==> src/rtl/cache_miss_controller_if.sv <==
// Bundles the CPU, cache and data-memory handshake signals of the cache miss controller.
// The master drives the requests and status inputs; the slave (the controller) drives the rest.
interface cache_miss_controller_if #(
  parameter int unsigned CNT_W = 16
);
  logic             cpu_read;
  logic             cpu_write;
  logic             hit;
  logic             dirty;
  logic             ram_ready;
  logic             stall;
  logic             ram_read;
  logic             ram_write;
  logic             cache_fill;
  logic             cache_update;
  logic [2:0]       state;
  logic             err;
  logic [CNT_W-1:0] hit_cnt;
  logic [CNT_W-1:0] miss_cnt;

  modport master (
    output cpu_read, cpu_write, hit, dirty, ram_ready,
    input  stall, ram_read, ram_write, cache_fill, cache_update,
    input  state, err, hit_cnt, miss_cnt
  );

  modport slave (
    input  cpu_read, cpu_write, hit, dirty, ram_ready,
    output stall, ram_read, ram_write, cache_fill, cache_update,
    output state, err, hit_cnt, miss_cnt
  );
endinterface

==> src/rtl/cache_miss_controller.sv <==
// Blocking-cache miss controller: writes back dirty victims, refills the line, fills the cache,
// then lets the held CPU access retry. Tracks hits/misses and traps on RAM timeouts.
module cache_miss_controller #(
  parameter int unsigned TIMEOUT = 15,
  parameter int unsigned CNT_W   = 16
) (
  input logic                    clk,
  input logic                    reset,
  cache_miss_controller_if.slave bus
);

  typedef enum logic [2:0] {
    IDLE      = 3'd0,
    WRITEBACK = 3'd1,
    REFILL    = 3'd2,
    FILL      = 3'd3,
    ERROR     = 3'd4
  } state_e;

  localparam int unsigned    WAIT_W    = (TIMEOUT < 1) ? 1 : $clog2(TIMEOUT + 1);
  localparam logic [WAIT_W-1:0] TIMEOUT_L = WAIT_W'(TIMEOUT);

  state_e            state_q, state_d;
  logic [WAIT_W-1:0] wait_q, wait_d;
  logic              retry_q, retry_d;
  logic [CNT_W-1:0]  hit_cnt_q, hit_cnt_d;
  logic [CNT_W-1:0]  miss_cnt_q, miss_cnt_d;

  logic req;
  logic is_write;
  logic stall, ram_read, ram_write, cache_fill, cache_update;
  logic [WAIT_W-1:0] wait_inc;

  assign req      = bus.cpu_read | bus.cpu_write;
  assign is_write = bus.cpu_write;
  assign wait_inc = wait_q + WAIT_W'(1);

  always_ff @(posedge clk or negedge reset) begin
    if (!reset) begin
      state_q    <= IDLE;
      wait_q     <= '0;
      retry_q    <= 1'b0;
      hit_cnt_q  <= '0;
      miss_cnt_q <= '0;
    end else begin
      state_q    <= state_d;
      wait_q     <= wait_d;
      retry_q    <= retry_d;
      hit_cnt_q  <= hit_cnt_d;
      miss_cnt_q <= miss_cnt_d;
    end
  end

  always_comb begin
    state_d      = state_q;
    wait_d       = wait_q;
    retry_d      = retry_q;
    hit_cnt_d    = hit_cnt_q;
    miss_cnt_d   = miss_cnt_q;
    stall        = 1'b0;
    ram_read     = 1'b0;
    ram_write    = 1'b0;
    cache_fill   = 1'b0;
    cache_update = 1'b0;

    case (state_q)
      IDLE: begin
        // The retry flag only survives the first IDLE cycle after a fill.
        retry_d = 1'b0;
        if (req && bus.hit) begin
          cache_update = is_write;
          if (!retry_q && (hit_cnt_q != '1)) hit_cnt_d = hit_cnt_q + CNT_W'(1);
        end else if (req) begin
          stall   = 1'b1;
          wait_d  = '0;
          state_d = bus.dirty ? WRITEBACK : REFILL;
          if (miss_cnt_q != '1) miss_cnt_d = miss_cnt_q + CNT_W'(1);
        end
      end
      WRITEBACK, REFILL: begin
        stall     = 1'b1;
        ram_write = (state_q == WRITEBACK);
        ram_read  = (state_q == REFILL);
        if (bus.ram_ready) begin
          wait_d  = '0;
          state_d = (state_q == WRITEBACK) ? REFILL : FILL;
        end else begin
          wait_d = wait_inc;
          if (wait_inc == TIMEOUT_L) state_d = ERROR;
        end
      end
      FILL: begin
        stall      = 1'b1;
        cache_fill = 1'b1;
        retry_d    = 1'b1;
        state_d    = IDLE;
      end
      default: begin
        stall   = 1'b1;
        state_d = ERROR;
      end
    endcase
  end

  assign bus.stall        = stall;
  assign bus.ram_read     = ram_read;
  assign bus.ram_write    = ram_write;
  assign bus.cache_fill   = cache_fill;
  assign bus.cache_update = cache_update;
  assign bus.state        = state_q;
  assign bus.err          = (state_q == ERROR);
  assign bus.hit_cnt      = hit_cnt_q;
  assign bus.miss_cnt     = miss_cnt_q;

endmodule

==> src/flat_wrapper.sv <==
// flat-port wrapper written by rule: the top's interface ports become plain ports
module cache_miss_controller_flat 
#(
  parameter int unsigned TIMEOUT = 15,
  parameter int unsigned CNT_W   = 16
)
  (clk, reset, bus_cpu_read, bus_cpu_write, bus_hit, bus_dirty, bus_ram_ready, bus_stall, bus_ram_read, bus_ram_write, bus_cache_fill, bus_cache_update, bus_state, bus_err, bus_hit_cnt, bus_miss_cnt);
  cache_miss_controller_if #(.CNT_W(CNT_W)) bus_i ();
  input logic clk;
  input logic reset;
  input wire logic [$bits(bus_i.cpu_read)-1:0] bus_cpu_read;
  input wire logic [$bits(bus_i.cpu_write)-1:0] bus_cpu_write;
  input wire logic [$bits(bus_i.hit)-1:0] bus_hit;
  input wire logic [$bits(bus_i.dirty)-1:0] bus_dirty;
  input wire logic [$bits(bus_i.ram_ready)-1:0] bus_ram_ready;
  output wire logic [$bits(bus_i.stall)-1:0] bus_stall;
  output wire logic [$bits(bus_i.ram_read)-1:0] bus_ram_read;
  output wire logic [$bits(bus_i.ram_write)-1:0] bus_ram_write;
  output wire logic [$bits(bus_i.cache_fill)-1:0] bus_cache_fill;
  output wire logic [$bits(bus_i.cache_update)-1:0] bus_cache_update;
  output wire logic [$bits(bus_i.state)-1:0] bus_state;
  output wire logic [$bits(bus_i.err)-1:0] bus_err;
  output wire logic [$bits(bus_i.hit_cnt)-1:0] bus_hit_cnt;
  output wire logic [$bits(bus_i.miss_cnt)-1:0] bus_miss_cnt;
  assign bus_i.cpu_read = bus_cpu_read;
  assign bus_i.cpu_write = bus_cpu_write;
  assign bus_i.hit = bus_hit;
  assign bus_i.dirty = bus_dirty;
  assign bus_i.ram_ready = bus_ram_ready;
  assign bus_stall = bus_i.stall;
  assign bus_ram_read = bus_i.ram_read;
  assign bus_ram_write = bus_i.ram_write;
  assign bus_cache_fill = bus_i.cache_fill;
  assign bus_cache_update = bus_i.cache_update;
  assign bus_state = bus_i.state;
  assign bus_err = bus_i.err;
  assign bus_hit_cnt = bus_i.hit_cnt;
  assign bus_miss_cnt = bus_i.miss_cnt;
  cache_miss_controller #(.TIMEOUT(TIMEOUT), .CNT_W(CNT_W)) u_core (.clk(clk), .reset(reset), .bus(bus_i));
endmodule
==> config.mk <==
export PLATFORM = sky130hd
export DESIGN_NAME = cache_miss_controller_flat
export DESIGN_NICKNAME = d
export VERILOG_FILES = /design/src/rtl/cache_miss_controller_if.sv /design/src/rtl/cache_miss_controller.sv /design/src/flat_wrapper.sv
export SDC_FILE = /design/constraint.sdc
export NUM_CORES = 1
export LEC_CHECK = 0
export ABC_AREA = 0
export CAP_MARGIN = 20
export CORE_MARGIN = 2
export CORE_UTILIZATION = 45
export DETAILED_ROUTE_END_ITERATION = 10
export PLACE_DENSITY = 0.75
export SLEW_MARGIN = 25
export SYNTH_ARGS = -nofsm -noshare
export SYNTH_HDL_FRONTEND = slang
export SYNTH_SLANG_ARGS = --single-unit
==> constraint.sdc <==
create_clock -name clk -period 2.9 [get_ports clk]
set_input_delay 0.29 -clock clk [delete_from_list [all_inputs] [get_ports clk]]
set_output_delay 0.29 -clock clk [all_outputs]
set_load 0.02 [all_outputs]
==> summary.md <==
| Metric | Value |
|---|---|
| M3 GR Usage | 0.05014 |
| Share of layout cells above drive strength 1 | 0.1081 |
| CTS root buf | clkbuf_8 |
| Synth top cells by count | dfrtp_1, xnor2_1, nand2_1 |
| Die Ht | 74.00 um |
| Initial Util | 0.4668 |
| Row Count | 25 |
| Syn nets | 221 |
| VDD IR max | 0.4545 mV |
| Hold Path Class | primary input to asynchronous set/reset pin |
| Final critical-path required period | 2615 ps |
| Gr ovfl total | 0 |
| Synth Register Bits | 40 |
| Gr usage total | 0.1802 |
| Leakage power | 1.141 nW |
| Clk sink count | 40 |
| Top cell type's share of synthesized area | 0.4540 |
| ANT nets after route | 0 |
| Fin. Hold Viols | 0 |
| Critical path type | register to output pin |
| Sequential Area | 0.001001 mm^2 |
| Top-count cell post-synth | dfrtp_1 |
| Grt met2 use | 0.2788 |
| CP Capture Type | output pin |
| Gates resized, CTS repair | 0 |
| Cell area after layout | 0.002835 mm^2 |
| Die Footprint | 0.005475 mm^2 |
| Area leader, netlist | dfrtp_1 |
| Number of library cell types mapped by synthesis | 46 |
| CTS Hold Buffers Added | 0 |
| IO Port Bufs | 47 |
| DP HPWL | 3274 um |
| Vias | 1779 |
| CP Cell Sequence | nor3_1 -> and3_1 -> clkdlybuf4s50_1 |
| Seq/Total Area, Yosys | 0.4540 |
| Vias per std cell | 5.457 |
| Endpoints failing setup | 0 |
| Finished Core Util | 0.6003 |
| Pwr Density | 692.4 mW/mm^2 |
| Final nets | 269 |
| Die width | 74.00 um |
| Clock buffer count from CTS | 5 |
| DRT iter0 DRCs | 57 |
| GR Layer Usage met1 | 0.2396 |
| Initial antenna violation count | 0 |
| Final period utilization | 0.9017 |
| ANT cells | 0 |
| Buf+Inv Stages, Crit Path | 1 |
| Most used routing layer | met2 |
| Drt pass-1 iters | 4 |
| Gpl congestion | 0.8341 |
| Max-slew headroom | 0.4175 |
| Worst-path clk slew | 80 ps |
| Setup TNS | 0 ps |
| Slew Viols, Final | 0 |
| Skew-Pair Late Insertion Delay | 300 ps |
| CP Data Arrival Time | 2320 ps |
| Startpoint Class | register |
| Mapped Avg Cell Area | 10.50 um^2 |
| Min Hold Slack | 103.9 ps |
| WP data required | 2610 ps |
| TritonCTS clock tree | done |
| CP peak stage delay | 660 ps |
| Post-DR wirelength/cell | 13.93 um |
| RSZ-0062 raised after global routing | no |
| EDFF count, synth | 0 |
| Crit-path max FO | 14 |
| Top Ports | 48 |
| First-pass GRT wire length | 7631 um |
| Max frequency | 382.4 MHz |
| Area contributors post-synth | dfrtp_1, xnor2_1, xor2_1 |
| CP top delay family | simple AND/OR/NAND/NOR gates |
| # DRC | 0 |
| Setup Buffers After CTS | 0 |
| CORE AREA | 0.004723 mm^2 |
| Maximum root-to-sink buffer count | 2 |
| Max H-tree Level | 2 |
| Detailed Route WL | 4540 um |
| Largest net degree at the start of global routing | 41 |
| Synth-to-Final Area Change | 28.60% |
| Worst-margin pin slew | 873.7 ps |
| DP Area | 0.002743 mm^2 |
| Fillcell total | 417 |
| Critical-path top delay cell | nor3_1 |
| Commonest register cell after synthesis | dfrtp_1 |
| Fraction of registers with async set/reset | 1.000 |
| Vias in the first global route | 1688 |
| Gate Count Post-Synth | 210 |
| Outcome | completed |
| Max Cap Viol | 0 |
| Setup Skew | 6.581 ps |
| Cell area after synthesis | 0.002205 mm^2 |
| Yosys warning count | 0 |
| Multi-input gate area | 0.001170 mm^2 |
==> final timing paths <==
| kind | from | slack [ps] | to | cells past startpoint |
|---|---|---|---|---|
| max in group asynchronous | reset | 2240 | u_core.bus.hit_cnt[7] | 1 |
| min in group clk | u_core.bus.hit_cnt[7] | 500 | u_core.bus.hit_cnt[7] | 1 |
| max | u_core.bus.state[2] | 290 | bus_cache_update | 3 |
| min | reset | 100 | u_core.bus.hit_cnt[12] | 1 |
| min reg2reg | u_core.bus.hit_cnt[7] | 500 | u_core.bus.hit_cnt[7] | 1 |
| max reg2reg | u_core.bus.state[2] | 600 | u_core.bus.hit_cnt[14] | 4 |
==> power by group <==
group | total [mW] | switching [mW] | internal (mW) | leakage [nW]
Combinational | 0.750 | 0.383 | 0.367 | 0.562
Sequential | 0.828 | 0.164 | 0.664 | 0.528
Clock | 0.385 | 0.195 | 0.190 | 0.0510
Total | 1.96 | 0.742 | 1.22 | 1.14
==> registers in the layout (all words and copies together) (netlist names) <==
signal and cells:
u_core.bus.hit_cnt 16, u_core.bus.miss_cnt 16, u_core.wait_q 4, u_core.bus.state 3
u_core.retry_q 1
==> through the flow <==
stage | power, mW | instances | setup WS (ps)
4_1_cts | 1.981 | 326 | 358.7
6_report | 1.963 | 326 | 285.0
5_1_grt | 2.096 | 326 | 244.0
3_5_place_dp | 1.590 | 318 | 397.7
3_3_place_gp | 1.577 | 318 | 464.9
2_1_floorplan | 1.258 | 210 | 809.9
==> layer usage <==
layer	part of all wire	wire [um]
met1	0.47	2142
met2	0.46	2088
met5	0	0
met4	0.017	79
met3	0.051	230
==> cells in the final DEF (no fill, tap or decap), types with 3 or more instances in the layout <==
cell,Yosys,layout
xnor2_1,16,16
clkbuf_8,0,6
nor3_1,4,4
nor3b_1,3,3
o21bai_1,4,4
nand4_1,7,7
xor2_1,12,12
and4_1,4,4
nor2_1,8,8
clkdlybuf4s50_1,0,46
nor4_2,4,5
o21ai_0,12,12
nand3_1,10,10
nand2_1,14,14
mux2_1,3,3
nand2b_1,3,3
o211ai_1,6,6
dfrtp_1,40,40
nor4b_2,3,3
ha_1,4,4
and3_1,10,10
==> logic make-up (layout without fill, tap and decap cells) <==
family,Yosys count,count (layout),synth area share
DFF,40,40,0.4540
and+or+nand+nor,87,87,0.2565
buffers and inverters,10,59,0.01816
AOI/OAI and AO/OA,36,36,0.1118
adders and majority gates,4,4,0.02270
muxes,5,5,0.02554
xor gates and xnor gates,28,28,0.1112
==> layout make-up <==
type / instances / area share
clock inverter: 2 / 0.003530
inverter: 2 / 0.002648
sequential: 40 / 0.3530
multi-input combinational: 160 / 0.4126
timing repair buffer: 49 / 0.1695
tap: 67 / 0.02957
clock buffer: 6 / 0.02913
(Power assumes the default switching activity.)
